==> config.mk <==
export PLATFORM = sky130hd
export DESIGN_NAME = alu_result_tx
export DESIGN_NICKNAME = d
export VERILOG_FILES = /design/src/rtl/alu_tx_pkg.sv /design/src/rtl/alu_tx_baud_gen.sv /design/src/rtl/alu_result_tx.sv
export SDC_FILE = /design/constraint.sdc
export NUM_CORES = 1
export LEC_CHECK = 0
export BUFFER_PORTS_ARGS = -buffer_cell sky130_fd_sc_hd__buf_2
export CORE_MARGIN = 3
export CORE_UTILIZATION = 50
export DETAILED_ROUTE_END_ITERATION = 7
export PLACE_DENSITY_LB_ADDON = 0.05
export SYNTH_ARGS = -nofsm -noshare
export SYNTH_HDL_FRONTEND = slang
export SYNTH_HIERARCHICAL = 1
export SYNTH_SLANG_ARGS = --single-unit
==> constraint.sdc <==
create_clock -name i_clk -period 6 [get_ports i_clk]
set_clock_uncertainty 0.05 [all_clocks]
set_input_delay 1.2 -clock i_clk [delete_from_list [all_inputs] [get_ports i_clk]]
set_output_delay 1.2 -clock i_clk [all_outputs]
set_load 0.1 [all_outputs]
==> src/rtl/alu_tx_pkg.sv <==
// Shared definitions for the ALU result transmitter: FSM encoding, line levels,
// status byte layout and frame count.
package alu_tx_pkg;

  typedef enum logic [2:0] {
    StIdle,
    StStart,
    StData,
    StParity,
    StStop
  } tx_state_e;

  localparam logic        StartBit     = 1'b0;
  localparam logic        StopBit      = 1'b1;
  localparam logic        IdleLevel    = 1'b1;
  localparam int unsigned StatusOvfBit = 0;
  localparam int unsigned NumFrames    = 2;

endpackage

==> src/rtl/alu_tx_baud_gen.sv <==
// Bit-period counter: counts 0..CLKS_PER_BIT-1 and pulses tick_o on the last
// cycle of each bit. restart_i holds the count at zero.
module alu_tx_baud_gen #(
  parameter int unsigned CLKS_PER_BIT = 5208
) (
  input  logic clk_i,
  input  logic rst_ni,
  input  logic restart_i,
  output logic tick_o
);

  localparam int unsigned     CntW   = $clog2(CLKS_PER_BIT);
  localparam logic [CntW-1:0] CntMax = CntW'(CLKS_PER_BIT - 1);

  logic [CntW-1:0] cnt_d, cnt_q;

  always_comb begin
    tick_o = !restart_i && (cnt_q == CntMax);
    cnt_d  = (restart_i || tick_o) ? '0 : cnt_q + CntW'(1);
  end

  always_ff @(posedge clk_i or negedge rst_ni) begin
    if (!rst_ni) begin
      cnt_q <= '0;
    end else begin
      cnt_q <= cnt_d;
    end
  end

endmodule

==> src/rtl/alu_result_tx.sv <==
// Serial transmitter for a latched ALU result: result frame then status frame, 8N1.
// Define ALU_RESULT_TX_PARITY_EN to add an even-parity bit to each frame.
module alu_result_tx
  import alu_tx_pkg::*;
#(
  parameter int unsigned NB_DATA      = 8,
  parameter int unsigned CLKS_PER_BIT = 5208
) (
  input  logic               i_clk,
  input  logic               i_reset,
  input  logic [NB_DATA-1:0] i_result,
  input  logic               i_overflow,
  input  logic               i_send,
  output logic               o_tx,
  output logic               o_busy,
  output logic               o_done
);

  localparam int unsigned       BitW      = (NB_DATA > 1) ? $clog2(NB_DATA) : 1;
  localparam logic [BitW-1:0]   LastBit   = BitW'(NB_DATA - 1);
  localparam int unsigned       FrameW    = $clog2(NumFrames);
  localparam logic [FrameW-1:0] LastFrame = FrameW'(NumFrames - 1);

  tx_state_e          state_d, state_q;
  logic [BitW-1:0]    bit_d, bit_q;
  logic [FrameW-1:0]  frame_d, frame_q;
  logic [NB_DATA-1:0] result_d, result_q, payload_d;
  logic               ovf_d, ovf_q;
  logic               tx_d, tx_q;
  logic               done_d, done_q;
  logic               baud_restart, bit_tick;

  function automatic logic [NB_DATA-1:0] status_byte(input logic ovf);
    logic [NB_DATA-1:0] s;
    s               = '0;
    s[StatusOvfBit] = ovf;
    return s;
  endfunction

  assign baud_restart = (state_q == StIdle);

  alu_tx_baud_gen #(
    .CLKS_PER_BIT(CLKS_PER_BIT)
  ) u_baud (
    .clk_i    (i_clk),
    .rst_ni   (i_reset),
    .restart_i(baud_restart),
    .tick_o   (bit_tick)
  );

  always_comb begin
    state_d  = state_q;
    bit_d    = bit_q;
    frame_d  = frame_q;
    result_d = result_q;
    ovf_d    = ovf_q;
    done_d   = 1'b0;
    case (state_q)
      StIdle: begin
        if (i_send) begin
          state_d  = StStart;
          bit_d    = '0;
          frame_d  = '0;
          result_d = i_result;
          ovf_d    = i_overflow;
        end
      end
      StStart: begin
        if (bit_tick) begin
          state_d = StData;
          bit_d   = '0;
        end
      end
      StData: begin
        if (bit_tick) begin
          if (bit_q == LastBit) begin
`ifdef ALU_RESULT_TX_PARITY_EN
            state_d = StParity;
`else
            state_d = StStop;
`endif
          end else begin
            bit_d = bit_q + BitW'(1);
          end
        end
      end
`ifdef ALU_RESULT_TX_PARITY_EN
      StParity: begin
        if (bit_tick) state_d = StStop;
      end
`endif
      StStop: begin
        if (bit_tick) begin
          if (frame_q == LastFrame) begin
            state_d = StIdle;
            done_d  = 1'b1;
          end else begin
            state_d = StStart;
            frame_d = frame_q + FrameW'(1);
          end
        end
      end
      default: state_d = StIdle;
    endcase

    // Line level is registered from next-state values so o_tx is glitch-free.
    payload_d = (frame_d == '0) ? result_d : status_byte(ovf_d);
    case (state_d)
      StStart:  tx_d = StartBit;
      StData:   tx_d = payload_d[bit_d];
`ifdef ALU_RESULT_TX_PARITY_EN
      StParity: tx_d = ^payload_d;
`endif
      StStop:   tx_d = StopBit;
      default:  tx_d = IdleLevel;
    endcase
  end

  always_ff @(posedge i_clk or negedge i_reset) begin
    if (!i_reset) begin
      state_q  <= StIdle;
      bit_q    <= '0;
      frame_q  <= '0;
      result_q <= '0;
      ovf_q    <= 1'b0;
      tx_q     <= IdleLevel;
      done_q   <= 1'b0;
    end else begin
      state_q  <= state_d;
      bit_q    <= bit_d;
      frame_q  <= frame_d;
      result_q <= result_d;
      ovf_q    <= ovf_d;
      tx_q     <= tx_d;
      done_q   <= done_d;
    end
  end

  assign o_tx   = tx_q;
  assign o_busy = (state_q != StIdle);
  assign o_done = done_q;

endmodule
Word-level counts from Yosys, hierarchy flattened:

Cells that the tools add are included.

* flip-flop bits (word level): 31
* output and inout port bits: 3

* add/subtract/negate cells: 3
* $lt $le $gt $ge: 1
* equal/unequal tests: 7
* muxes and demuxes: 28
* reduce and logical (&&, ||, !) cells: 5

Operator list (count)
* two-way mux 3 bit: 9
* two-way mux 8 bit: 3
* adder 13 x 1 -> 13 bit, second input constant: 1
* == test 13 bit, second input constant: 1
* two-way mux 13 bit: 1
* one-hot mux 3 bit (4 select lines): 1
* two-way mux 1 bit: 10
* one-hot mux 3 bit (3 select lines): 1
* == test 3 x 1 -> 1 bit, second input constant: 2
* == test 3 x 2 -> 1 bit, second input constant: 2
* == test 3 bit, second input constant: 2
* < comparator 3 x 4 -> 1 bit, second input constant: 1
* one-hot mux 1 bit (2 select lines): 2
* adder 3 x 1 -> 3 bit, second input constant: 1
* binary-select mux 1 bit (select 3 bit): 1
* zero test 3 bit: 1
* nonzero test 3 bit: 1
* adder 1 bit, second input constant: 1
* logical AND 1 bit: 1
* zero test 1 bit: 1
* logical OR 1 bit: 1

Logic depth before layout (Yosys ltp):

* word-level depth: 9
* depth in mapped cells: 11
* mapped depth without buffers: 10

Modules after synthesis:

Netlist, hierarchy kept.

By module, submodules not included
* alu_result_tx: times used 1, cells an instance 82, area each 973.4 µm², seq. area each 451.7 µm²
* alu_tx_baud_gen: times used 1, cells an instance 69, area each 696.9 µm², seq. area each 325.3 µm²

Least setup slack after synthesis:

OpenSTA, ideal clock, no wires.

* path kind: register to output
* from: reg state_q[2]
* to: out o_busy
* arrival: 1519 ps
* slack: 3231 ps
* cell stages (with the launch flop): 4
* buffers on the path: 1
* cells stage by stage: dfrtp_1 buf_1 nor3_1 inv_1

* longest elaborated chain between the ends: 1

RTL lines
* from (decl): line alu_result_tx.sv:24 `tx_state_e state_d, state_q;`
* from (signal assigned): line alu_result_tx.sv:121 `state_q <= StIdle;`
* from (signal assigned): line alu_result_tx.sv:129 `state_q <= state_d;`
* nonzero test 3 bit: line alu_result_tx.sv:140 `assign o_busy = (state_q != StIdle);`
* to (decl): line alu_result_tx.sv:15 `output logic o_busy,`

Every way passes these cells.

Worst setup path in the final report:

Same ends and word-level chain as after synthesis.

==> flow_summary.json <==
{
  "postCtsResizedCells": 0,
  "worstSetupPathType": "reg2out",
  "synth_common_cells": "dfrtp_1, mux2_2, nor2_1",
  "fin_crit_sh_pct": 52.3,
  "routedWlPerCell_um": 14.4,
  "switching_share_pct": 22.4,
  "gp_congestion": 0.797,
  "syn_area_mm2": 0.00167,
  "tritoncts": "yes",
  "cp.arrival_ns": 1.89,
  "path_cells": "nor3_1 > inv_1 > buf_2",
  "wl_um": 3020,
  "crit_slowest_cell": "nor3_1",
  "via_per_inst": 5.68,
  "critical_path_required_ns": 4.75,
  "synth_ff_type": "dfrtp_1",
  "synth.most_common_cell": "dfrtp_1",
  "setup.worst_path.end_class": "output pin",
  "nFillCells": 267,
  "clockRootBuffer": "clkbuf_4",
  "grt_pass1_wl_um": 5360,
  "ys_ff_latch": 31,
  "status": "finished clean",
  "antenna_found_initial": 0,
  "drt-initial-drc-count": 68,
  "start_util_pct": 53.4,
  "clock.fmax_mhz": 318,
  "place_inst": 202,
  "power_density_mw_per_mm2": 197,
  "dp.final_hpwl_um": 2140,
  "postSynthCellCount": 151,
  "total_leakage_power_nw": 0.742,
  "slowest_delay_ns": 0.64,
  "synthDistinctLibCells": 49,
  "drc": 0,
  "dr_total_vias": 1193,
  "post_cts_buffers": 0,
  "avgSynthCellArea_um2": 11.1,
  "synth_nets": 165,
  "final_nets": 179,
  "cp_max_fo": 12,
  "hp-class": "reg2reg",
  "p_sw_mw": 0.0793,
  "synth.area.top_cells": "dfrtp_1, mux2_2, buf_6",
  "portBuffers": 14,
  "max-cap-violations": 0,
  "fp.dieH_um": 63.8,
  "grt_usage_pct": 16.8,
  "synth_edf_count": 0,
  "slew_viol_final": 0,
  "stdcell_count": 210,
  "numCtsBuffers": 5,
  "dieWidth_um": 63.8,
  "area_delta_synth_final_pct": 7.79,
  "htree_levels": 2,
  "finalSetupTns_ns": 0,
  "hold_buffers": 0,
  "grt.overflow.total": 0,
  "cts_sinks": 31,
  "clock_power_share_pct": 36.3,
  "io_pins": 15,
  "pwr-share-comb_pct": 3.6,
  "cts_buffer_depth": 2,
  "hold_viol": 0,
  "min_period_ns": 3.14,
  "n_antenna_cell": 0,
  "synth_top_area_share_pct": 44.9,
  "p_int_mw": 0.275,
  "rsz0062_at_grt": "false",
  "core_area_mm2": 0.00313,
  "tightest_slew_ns": 0.697,
  "seqPwrFrac_pct": 60.0,
  "async_reset_ff_share_pct": 100,
  "clkTransAtPathRegs_ns": 0.10,
  "seq_area_um2": 777,
  "multi_input_area_um2": 812,
  "dieArea_mm2": 0.00407,
  "ys_warn_count": 6,
  "slew-limit-headroom_pct": 53.2,
  "setup_viol": 0,
  "clock_insertion_delay_worst_skew_ns": 0.33,
  "ant_nets": 0,
  "seq_area_frac_synth_pct": 46.5,
  "grt_max_degree": 32,
  "synth_top_cell_by_area": "dfrtp_1",
  "row_count": 20,
  "grt_pass1_vias": 1170,
  "max-vdd-ir-drop_v": 0.000112,
  "worst_setup_path_start_kind": "register",
  "drive_above_1_share_pct": 31.3,
  "drtPass1Iterations": 4
}
[cells by family (layout without fill, tap and decap cells)]
family | Yosys count | after routing | share of synthesized area, %
AOI/OAI and AO/OA | 33 | 33 | 14.8
xor gates and xnor gates | 3 | 3 | 1.57
adders and majority gates | 2 | 2 | 1.50
buffers and inverters | 13 | 28 | 5.24
DFF | 31 | 31 | 46.5
muxes | 14 | 14 | 9.44
and+or+nand+nor | 55 | 55 | 20.9
[through the flow]
stage,instance area [µm²],utilization [%],hold WS (ns),setup WS (ns),power [mW]
detailed placement,1740,55.6,0.431,3.11,0.230
global placement,1740,55.6,0.417,3.17,0.229
floorplan,1670,-,0.401,3.23,0.221
finish,1800,57.6,0.449,2.86,0.354
CTS,1800,57.6,0.447,2.86,0.358
global route,1800,57.6,0.468,2.66,0.369
[state kept, by name, summed over array words and instances, names as in the netlist]
| name | count |
|---|---|
| u_baud/cnt_q | 13 |
| result_q | 8 |
| bit_q | 3 |
| state_q | 3 |
| frame_q | 1 |
| o_done | 1 |
| o_tx | 1 |
| ovf_q | 1 |
[critical path, delay by kind of cell (launching register included)]
family,cells,cell delay [ns]
simple gates,1,0.64
flops,1,0.53
buf+inv,2,0.39
[power by group through the flow]
stage	Sequential, mW	Clock (mW)	Combinational (mW)
2_1_floorplan	0.216	0	0.00471
3_3_place_gp	0.216	0	0.0128
3_5_place_dp	0.217	0	0.0133
4_1_cts	0.213	0.132	0.0133
5_1_grt	0.213	0.141	0.0146
6_report	0.212	0.129	0.0128
[routing by layer]
metal | GRT usage (%) | vias up | part of all wire [%]
met5 | 0 | - | 0
met2 | 24.3 | 19 | 41
li1 | - | 590 | -
met1 | 23.5 | 579 | 53
met4 | 8.09 | 0 | 1.6
met3 | 4.39 | 5 | 4.1
[path summary, 6_finish.rpt]
check,startpoint,end,slack [ns],depth (start not counted)
setup / recovery,state_q[2],o_busy,2.86,3
hold / removal,u_baud/cnt_q[0],u_baud/cnt_q[0],0.45,1
max in group asynchronous,i_reset,frame_q,4.60,1
setup reg to reg,state_q[2],o_tx,3.07,8
min in group asynchronous,i_reset,u_baud/cnt_q[3],0.85,1
hold reg to reg,u_baud/cnt_q[0],u_baud/cnt_q[0],0.45,1
[area by class of cell]
class | instances | area share (%)
clock buffer | 7 | 3.06
sequential | 31 | 43.2
timing repair buffer | 15 | 4.31
multi-input combinational | 107 | 45.1
clock inverter | 1 | 0.278
tap | 44 | 3.06
inverter | 5 | 1.04
[cells in the final DEF, fill, tap and decap left out, types with 2 or more instances in the layout]
cell      instances
xor2_1            2
nand3_1           8
nor2b_1           3
o31ai_1           3
buf_2            14
nor3_1            3
a21oi_1           7
or4_4             2
dfrtp_1          30
inv_1             5
nor3b_1           2
ha_1              2
a31oi_1           2
nand3b_1          2
a22oi_1           2
nor2_1           11
or3_2             2
or3_1             2
nand2b_1          3
a21oi_2           3
nand4_1           3
mux2_2           13
o21ai_0           5
and4b_1           2
nand2_1           4
clkbuf_4          5
Note: power is estimated with default switching activity, not from simulation.
